$ cat src/rtl/chase_led_ctrl.sv
// Chasing-LED engine with four patterns and a programmable step delay, plus a scanned,
// leading-zero-blanked decimal display of the delay switch value.
module chase_led_ctrl #(
  parameter int unsigned N_LED    = 16,
  parameter int unsigned DLY_W    = 8,
  parameter int unsigned TICK_DIV = 1_000_000,
  parameter int unsigned NDIG     = 3,
  parameter int unsigned AN_W     = 8,
  parameter int unsigned SCAN_DIV = 208_333
) (
  input  logic             clk,
  input  logic             reset,
  input  logic             stop,
  input  logic [1:0]       mode,
  input  logic [DLY_W-1:0] sw,
  output logic [N_LED-1:0] led,
  output logic [6:0]       seg,
  output logic [AN_W-1:0]  an
);

  localparam int unsigned TickW = (TICK_DIV > 1) ? $clog2(TICK_DIV) : 1;
  localparam int unsigned ScanW = (SCAN_DIV > 1) ? $clog2(SCAN_DIV) : 1;
  localparam int unsigned IdxW  = (NDIG > 1) ? $clog2(NDIG) : 1;
  localparam int unsigned KW    = $clog2(N_LED + 1);

  typedef enum logic {DirLeft, DirRight} dir_e;

  logic [TickW-1:0] tick_q, tick_d;
  logic [DLY_W-1:0] unit_q, unit_d;
  logic             step;

  logic [N_LED-1:0] led_q, led_d;
  dir_e             dir_q, dir_d;
  logic [KW-1:0]    k_q, k_d;
  logic [1:0]       mode_q, mode_d;

  logic [ScanW-1:0] scan_q, scan_d;
  logic [IdxW-1:0]  idx_q, idx_d, sel_idx;
  logic [6:0]       seg_q, seg_d;
  logic [AN_W-1:0]  an_q, an_d;

  logic [4*NDIG-1:0] bcd;
  logic [NDIG-1:0]   blank;
  logic              upper_zero;
  logic [3:0]        sel_digit;
  logic              sel_blank;

  function automatic logic [6:0] seg7(input logic [3:0] v);
    case (v)
      4'd0:    seg7 = 7'h40;
      4'd1:    seg7 = 7'h79;
      4'd2:    seg7 = 7'h24;
      4'd3:    seg7 = 7'h30;
      4'd4:    seg7 = 7'h19;
      4'd5:    seg7 = 7'h12;
      4'd6:    seg7 = 7'h02;
      4'd7:    seg7 = 7'h78;
      4'd8:    seg7 = 7'h00;
      4'd9:    seg7 = 7'h10;
      default: seg7 = 7'h7F;
    endcase
  endfunction

  // >= rather than == so lowering sw below the running count cannot lock up
  always_comb begin
    tick_d = tick_q;
    unit_d = unit_q;
    step   = 1'b0;
    if (!stop) begin
      if (tick_q == TickW'(TICK_DIV - 1)) begin
        tick_d = '0;
        if (unit_q >= sw) begin
          step   = 1'b1;
          unit_d = '0;
        end else begin
          unit_d = unit_q + 1'b1;
        end
      end else begin
        tick_d = tick_q + 1'b1;
      end
    end
  end

  always_comb begin
    led_d  = led_q;
    dir_d  = dir_q;
    k_d    = k_q;
    mode_d = mode_q;
    if (step) begin
      if (mode != mode_q) begin
        mode_d = mode;
        dir_d  = DirLeft;
        k_d    = KW'(1);
        led_d  = (mode == 2'b01) ? {1'b1, {(N_LED-1){1'b0}}} : N_LED'(1);
      end else begin
        unique case (mode_q)
          2'b00: led_d = {led_q[N_LED-2:0], led_q[N_LED-1]};
          2'b01: led_d = {led_q[0], led_q[N_LED-1:1]};
          2'b10: begin
            if (dir_q == DirLeft) begin
              if (led_q[N_LED-1]) begin
                dir_d = DirRight;
                led_d = led_q >> 1;
              end else begin
                led_d = led_q << 1;
              end
            end else begin
              if (led_q[0]) begin
                dir_d = DirLeft;
                led_d = led_q << 1;
              end else begin
                led_d = led_q >> 1;
              end
            end
          end
          2'b11: begin
            if (dir_q == DirLeft) begin
              if (k_q == KW'(N_LED)) begin
                dir_d = DirRight;
                k_d   = k_q - 1'b1;
              end else begin
                k_d = k_q + 1'b1;
              end
            end else begin
              if (k_q == KW'(1)) begin
                dir_d = DirLeft;
                k_d   = k_q + 1'b1;
              end else begin
                k_d = k_q - 1'b1;
              end
            end
            for (int i = 0; i < N_LED; i++) led_d[i] = (i < int'(k_d));
          end
        endcase
      end
    end
  end

  // Binary to BCD by shift-and-add-3
  always_comb begin
    bcd = '0;
    for (int b = DLY_W - 1; b >= 0; b--) begin
      for (int d = 0; d < NDIG; d++) begin
        if (bcd[4*d +: 4] >= 4'd5) bcd[4*d +: 4] = bcd[4*d +: 4] + 4'd3;
      end
      bcd = {bcd[4*NDIG-2:0], sw[b]};
    end
  end

  always_comb begin
    upper_zero = 1'b1;
    blank      = '0;
    for (int d = NDIG - 1; d >= 0; d--) begin
      upper_zero = upper_zero & (bcd[4*d +: 4] == 4'd0);
      blank[d]   = upper_zero & (d != 0);
    end
  end

  // seg/an are computed from the next index so both flip on the same edge as idx_q
  always_comb begin
    scan_d = scan_q + 1'b1;
    idx_d  = idx_q;
    if (scan_q == ScanW'(SCAN_DIV - 1)) begin
      scan_d = '0;
      idx_d  = (idx_q == IdxW'(NDIG - 1)) ? '0 : idx_q + 1'b1;
    end
    sel_idx   = reset ? '0 : idx_d;
    sel_digit = '0;
    sel_blank = 1'b0;
    for (int d = 0; d < NDIG; d++) begin
      if (d == int'(sel_idx)) begin
        sel_digit = bcd[4*d +: 4];
        sel_blank = blank[d];
      end
    end
    for (int i = 0; i < AN_W; i++) an_d[i] = (i != int'(sel_idx));
    seg_d = sel_blank ? 7'h7F : seg7(sel_digit);
  end

  always_ff @(posedge clk) begin
    if (reset) begin
      tick_q <= '0;
      unit_q <= '0;
      led_q  <= N_LED'(1);
      dir_q  <= DirLeft;
      k_q    <= KW'(1);
      mode_q <= 2'b00;
      scan_q <= '0;
      idx_q  <= '0;
    end else begin
      tick_q <= tick_d;
      unit_q <= unit_d;
      led_q  <= led_d;
      dir_q  <= dir_d;
      k_q    <= k_d;
      mode_q <= mode_d;
      scan_q <= scan_d;
      idx_q  <= idx_d;
    end
    seg_q <= seg_d;
    an_q  <= an_d;
  end

  assign led = led_q;
  assign seg = seg_q;
  assign an  = an_q;

endmodule

$ cat config.mk
export PLATFORM = sky130hd
export DESIGN_NAME = chase_led_ctrl
export DESIGN_NICKNAME = d
export VERILOG_FILES = /design/src/rtl/chase_led_ctrl.sv
export SDC_FILE = /design/constraint.sdc
export NUM_CORES = 1
export LEC_CHECK = 0
export CAP_MARGIN = 10
export CORE_MARGIN = 4
export CORE_UTILIZATION = 45
export DETAILED_ROUTE_END_ITERATION = 10
export SYNTH_ARGS = -nofsm -noshare
export SYNTH_HDL_FRONTEND = slang
export SYNTH_SLANG_ARGS = --single-unit
$ cat constraint.sdc
create_clock -name clk -period 10.2 [get_ports clk]
set_input_delay 2.04 -clock clk [delete_from_list [all_inputs] [get_ports clk]]
set_output_delay 2.04 -clock clk [all_outputs]
set_load 0.01 [all_outputs]
Word level (Yosys, flattened, before mapping)
Memory sizes are Yosys's and may differ from the RTL's. A register that Yosys moved wholly into a read port is not among the register bits.
Index checks and enable logic that the tools add are counted.
- add/sub/neg operators: 13
- $mul: 0
- divide/modulo/power cells: 0
- $lt $le $gt $ge: 24
- eq/ne operators: 15
- shift-type cells: 0
- muxes and demuxes: 42
- bitwise operators: 2
- reduce and logical (&&, ||, !) cells: 12
- operators by type and width (operator ; count):
    $mux 16 ; 5
    $pmux 16 s4 ; 1
    $lt 4x5->1 const A ; 8
    $mux 4 ; 10
    $mux 5 ; 8
    $add 20x1->20 const B ; 1
    $add 4x2->4 const B ; 5
    $eq 20x20->1 const B ; 1
    $ge 4x3->1 const B ; 5
    $lt 3x5->1 const A ; 4
    $mux 20 ; 1
    $add 18x1->18 const B ; 1
    $eq 18x18->1 const B ; 1
    $mux 1 ; 12
    $lt 1x5->1 const A ; 2
    $lt 2x5->1 const A ; 2
    $add 3x2->4 const B ; 2
    $add 8x1->8 const B ; 1
    $ge 8x8->1 ; 1
    $logic_not 4->1 ; 2
    $mux 8 ; 1
    $reduce_and 2->1 ; 4
    $eq 2x2->1 const B ; 3
    $ge 3x3->1 const B ; 2
    other kinds (18) ; 25
- register bits: 76
- bits in latches: 0
- bits in writable memories: 0
- ROM bits: 112
- word-level logic and storage cells: 118
- memories kept: 1
- memories (name ; depth ; bits a word ; rd ports ; clocked after Yosys merged registers in ; wr ports ; line ; text):
    (name not given) ; 16 ; 7 ; 1 ; 1 ; 0 ; 49 ; case (v)

Depth between registers and ports, before layout
- depth in word-level cells: 14
- gate-level depth with buffers: 33
- gate-level depth less buffers: 33

Worst setup path after synthesis
Ideal clock, no wire load.
- kind: input -> register
- start: in sw[6]
- end: reg seg_q[0], in the netlist seg[0]
- arrival: 7625 ps
- setup slack: 2450 ps
- stages on the path: 32
- path through: inv_1 ha_1 o21ai_1 xnor2_1 inv_1 ha_1 inv_1 a32oi_4 nand2_4 xnor2_1 ha_1 nor2b_1 nor2_1 a211oi_2 xnor2_1 ha_1 nand2b_1 o31a_1 and3_1 o21ai_0 nand2_1 ha_1 nor2b_1 or4_1 and3_1 mux2i_1 o211ai_1 inv_1 ha_1 or2_1 a21oi_1 o21ai_0
- longest elaborated chain between the ends: 14
- elaborated cells between the ends (all ways): 29
- ends and longest elaborated chain (item ; line ; text):
    start, declared ; 15 ; input logic [DLY_W-1:0] sw,
    $add 3x2->4 or $ge 3x3->1 (tied branches) ; 144 ; if (bcd[4*d +: 4] >= 4'd5) bcd[4*d +: 4] = bcd[4*d +: 4] + 4'd3;
    $mux 4 (*) ; 144 ;
    $add 4x2->4 or $ge 4x3->1 (tied branches) ; 144 ;
    $mux 4 ; 144 ;
    $ge 4x3->1 or $add 4x2->4 (tied branches) ; 144 ;
    $mux 4 ; 144 ;
    $add 4x2->4, or another cell as far along ; 144 ;
    $mux 4 ; 144 ;
    $add 4x2->4 or $ge 4x3->1 (tied branches) ; 144 ;
    $mux 4 ; 144 ;
    $logic_not 4->1 ; 154 ; upper_zero = upper_zero & (bcd[4*d +: 4] == 4'd0);
    $and 1x1->1 ; 154 ;
    $mux 1 (2 in a row) ; 171 ; if (d == int'(sel_idx)) begin
    end, declared ; 39 ; logic [6:0] seg_q, seg_d;
Mark *: on every way between the ends. The rest lies on a longest branch, timed or not.
A chain may end at the register's enable or synchronous reset.

Worst setup path in the final report
Ends and elaborated chain as after synthesis.

==> impl_metrics.csv <==
group,metric,value,unit
cts,cts_buffer_depth,2,
detailed_routing,viasPerCell,5.588,
synthesis,synthTopCellsByArea,"dfxtp_1 29%, ha_1 7.5%, nor2_1 5.8%",
setup_path,end_kind,"flop",
cts,cts_tree,"done",
timing,fin_crit,8.933,ns
flow_run,max_cap_violations,0,
setup_path,arrival,9.15,ns
synthesis,synth-edff-count,0,
placed_design,dp_hpwl,10220,µm
timing,rsz0062_at_grt,"no",
global_route,grt_max_degree,32,
floorplan,start_util,0.4650,
floorplan,rows,40,
detailed_routing,dr.pass1.iters,6,
timing,hold_viol_final,0,
synthesis,ys_seq_area_frac,0.2938,
power_and_ir_drop,vdd_drop_max,0.1298,mV
floorplan,coreArea,0.01216,mm²
floorplan,die-area,0.01443,mm²
cells_and_area,drive_gt1_frac,0.04700,
run_status,outcome,"complete, no violations",
synthesis,ys.flop_type,"dfxtp_1",
setup_path,required,10.42,ns
synthesis,yosys_warnings,0,
cts,clock-sinks,83,
synthesis,synth_top_area_frac,0.2938,
synthesis,ys_async_sr_fraction,0,
placed_design,io_buffers,39,
detailed_routing,final_antenna_net_count,0,
synthesis,yosysTopAreaCell,"dfxtp_1",
cts,cts_made_buffers,9,
detailed_routing,wl,13380,µm
worst_hold_path,hold_path.class,"reg2reg",
cts,insertion_delay,0.34,ns
cts,htreeDepth,3,
power_and_ir_drop,finalPower,929.4,µW
synthesis,ys_seq_elements,83,
power_and_ir_drop,p_leak,0.002438,µW
cells_and_area,area_delta_synth_final,14.29,%
timing,slew_headroom,0.5208,
timing,drv_slew,0,
power_and_ir_drop,intPower,644.9,µW
cells_and_area,post-route-util,0.5315,
cts,ctsResizeCount,0,
placed_design,gp_congestion,0.9003,
global_route,grt_pass1_vias,4947,
power_and_ir_drop,p_switching,284.5,µW
setup_path,crit_fanout,7,
timing,worstMarginPinSlew,0.7113,ns
setup_path,crit_type,"in2reg",
timing,post-route-period-util,0.8758,
cts,hold_buffers,0,
cts,root_buffer,"clkbuf_16",
timing,fmax,0.1119,GHz
global_route,grt_pass1_wl,23200,µm
power_and_ir_drop,switching_share,0.3061,
detailed_routing,wl_met2,6503,µm
cells_and_area,final_nets,808,
detailed_routing,drt_iter0_drc,337,
floorplan,die_h,120.1,µm
setup_path,slowest_delay,0.59,ns
cells_and_area,diodes,0,
global_route,antenna_found_initial,0,
floorplan,fp.dieW,120.1,µm
detailed_routing,wl_met3,473,µm
setup_path,cpMostUsedCell,"ha_1",
synthesis,synth_area_per_cell,7.705,µm²
timing,setup_viol,0,
power_and_ir_drop,clkPwrFrac,0.352,
detailed_routing,vias,5219,
setup_path,slowest_stage,"clkdlybuf4s50_1",
floorplan,ios,44,
power_and_ir_drop,p_comb_frac,0.276,
detailed_routing,wl_per_cell,14.33,µm
cts,post-cts-setup-buffers,0,
synthesis,syn_area,0.005655,mm²
cts,clk_pin_slew,0.06,ns
synthesis,ys_types,81,
global_route,grtUsageTotal,0.1921,
power_and_ir_drop,power_density,143.8,mW/mm²
detailed_routing,wl_met1,6175,µm
synthesis,syn_inst,734,
global_route,grt_overflow,0,
detailed_routing,drc,0,
timing,fin_setup_tns,0,ns
power_and_ir_drop,seq_power_share,0.372,
detailed_routing,highest_layer,"met4",
setup_path,startpoint_type,"primary input",
timing,clock_skew,0.006733,ns
==> layout by cell type (no fill, tap or decap), types with 5 or more instances in the layout <==
master	instances
clkbuf_16	9
and3_1	12
dfxtp_1	83
xnor2_1	15
o21ai_0	45
xor2_1	31
clkdlybuf4s50_1	39
o22ai_1	7
a21oi_1	41
nor4b_1	5
nor3_1	14
a211oi_1	5
a21o_1	12
o211ai_1	10
nand2_1	84
nor2_1	87
nand4_1	10
o21ai_1	8
inv_1	33
a32oi_1	5
nor2b_1	9
mux2i_1	13
o31ai_1	6
or3_1	5
nand3_1	34
and2_1	7
nand2b_1	12
ha_1	34
==> synth_stat cells, drive strengths merged, types with 3 or more instances <==
master / number
nor2: 87
clkbuf: 21
o31ai: 6
nand3: 34
buf: 9
and3: 12
o21ai: 53
nand2: 85
or3: 5
o21a: 4
o2111ai: 4
mux2i: 14
a22o: 3
or2: 3
nor2b: 9
dfxtp: 83
a211oi: 7
or4: 3
nand2b: 12
inv: 33
nand4: 10
xnor2: 15
a32oi: 6
o211ai: 10
o22ai: 7
o31a: 3
ha: 34
nor3: 14
and2: 8
a21o: 12
a31oi: 5
xor2: 31
a21oi: 41
nor4b: 5
==> power by group through the flow <==
stage               Combinational, µW  Clock (µW)  Sequential, µW
floorplan                         179           0             360
finish                            256         327             346
global placement                  248           0             354
detailed placement                255           0             354
CTS                               256         338             347
global route                      288         352             348
==> final timing paths <==
| check | startpoint | end | slack, ns | cells after the start |
|---|---|---|---|---|
| max | sw[6] | seg[0] | 1.27 | 33 |
| min | scan_q[0] | scan_q[0] | 0.48 | 1 |
| max reg2reg | scan_q[14] | seg[0] | 6.77 | 14 |
| min reg2reg | scan_q[0] | scan_q[0] | 0.48 | 1 |
==> logic make-up after synthesis <==
| kind of cell | after synthesis | share of synthesized area |
|---|---|---|
| buffers and inverters | 65 | 0.04735 |
| multiplexers | 15 | 0.02743 |
| AO/OA/AOI/OAI | 191 | 0.2297 |
| adder cells (fa/ha/maj) | 34 | 0.07522 |
| other | 1 | 0.0006631 |
| flip-flops | 83 | 0.2938 |
| AND/OR/NAND/NOR | 299 | 0.2546 |
| XOR/XNOR | 46 | 0.07124 |
==> routing by layer <==
metal | vias to the layer above | global-route usage
li1 | 2671 | -
met1 | 2432 | 0.2415
met2 | 98 | 0.3281
met3 | 18 | 0.04006
met4 | 0 | 0.06084
met5 | - | 0
==> critical path, delay by kind of cell <==
family	cells	cell delay (ns)
AO/OA/AOI/OAI	8	1.57
XOR/XNOR	3	0.60
adder cells (fa/ha/maj)	6	1.49
buffers and inverters	5	1.24
multiplexers	1	0.13
AND/OR/NAND/NOR	10	2.10
==> state kept, by name (all words and copies together) (netlist names) <==
| register | flops |
|---|---|
| an | 4 |
| dir_q | 1 |
| idx_q | 2 |
| k_q | 5 |
| led | 16 |
| mode_q | 2 |
| scan_q | 18 |
| seg | 7 |
| tick_q | 20 |
| unit_q | 8 |
==> metrics by stage <==
step	instances	hold slack, ns	area (µm²)	setup WS (ns)
4_1_cts	934	0.4806	6464	1.360
5_1_grt	934	0.5040	6464	0.6454
2_1_floorplan	737	0.4410	5667	2.450
6_report	934	0.4775	6464	1.267
3_3_place_gp	918	0.4617	6161	1.375
3_5_place_dp	918	0.4657	6161	1.007
==> layout make-up <==
type,instances,area (µm²)
tap,168,210.2
clock buffer,9,225.2
sequential,83,1662
fill,1208,5698
clock inverter,7,77.57
multi-input combinational,589,3737
inverter,35,131.4
timing repair buffer,43,420.4
Note: power is estimated with default switching activity, not from simulation.
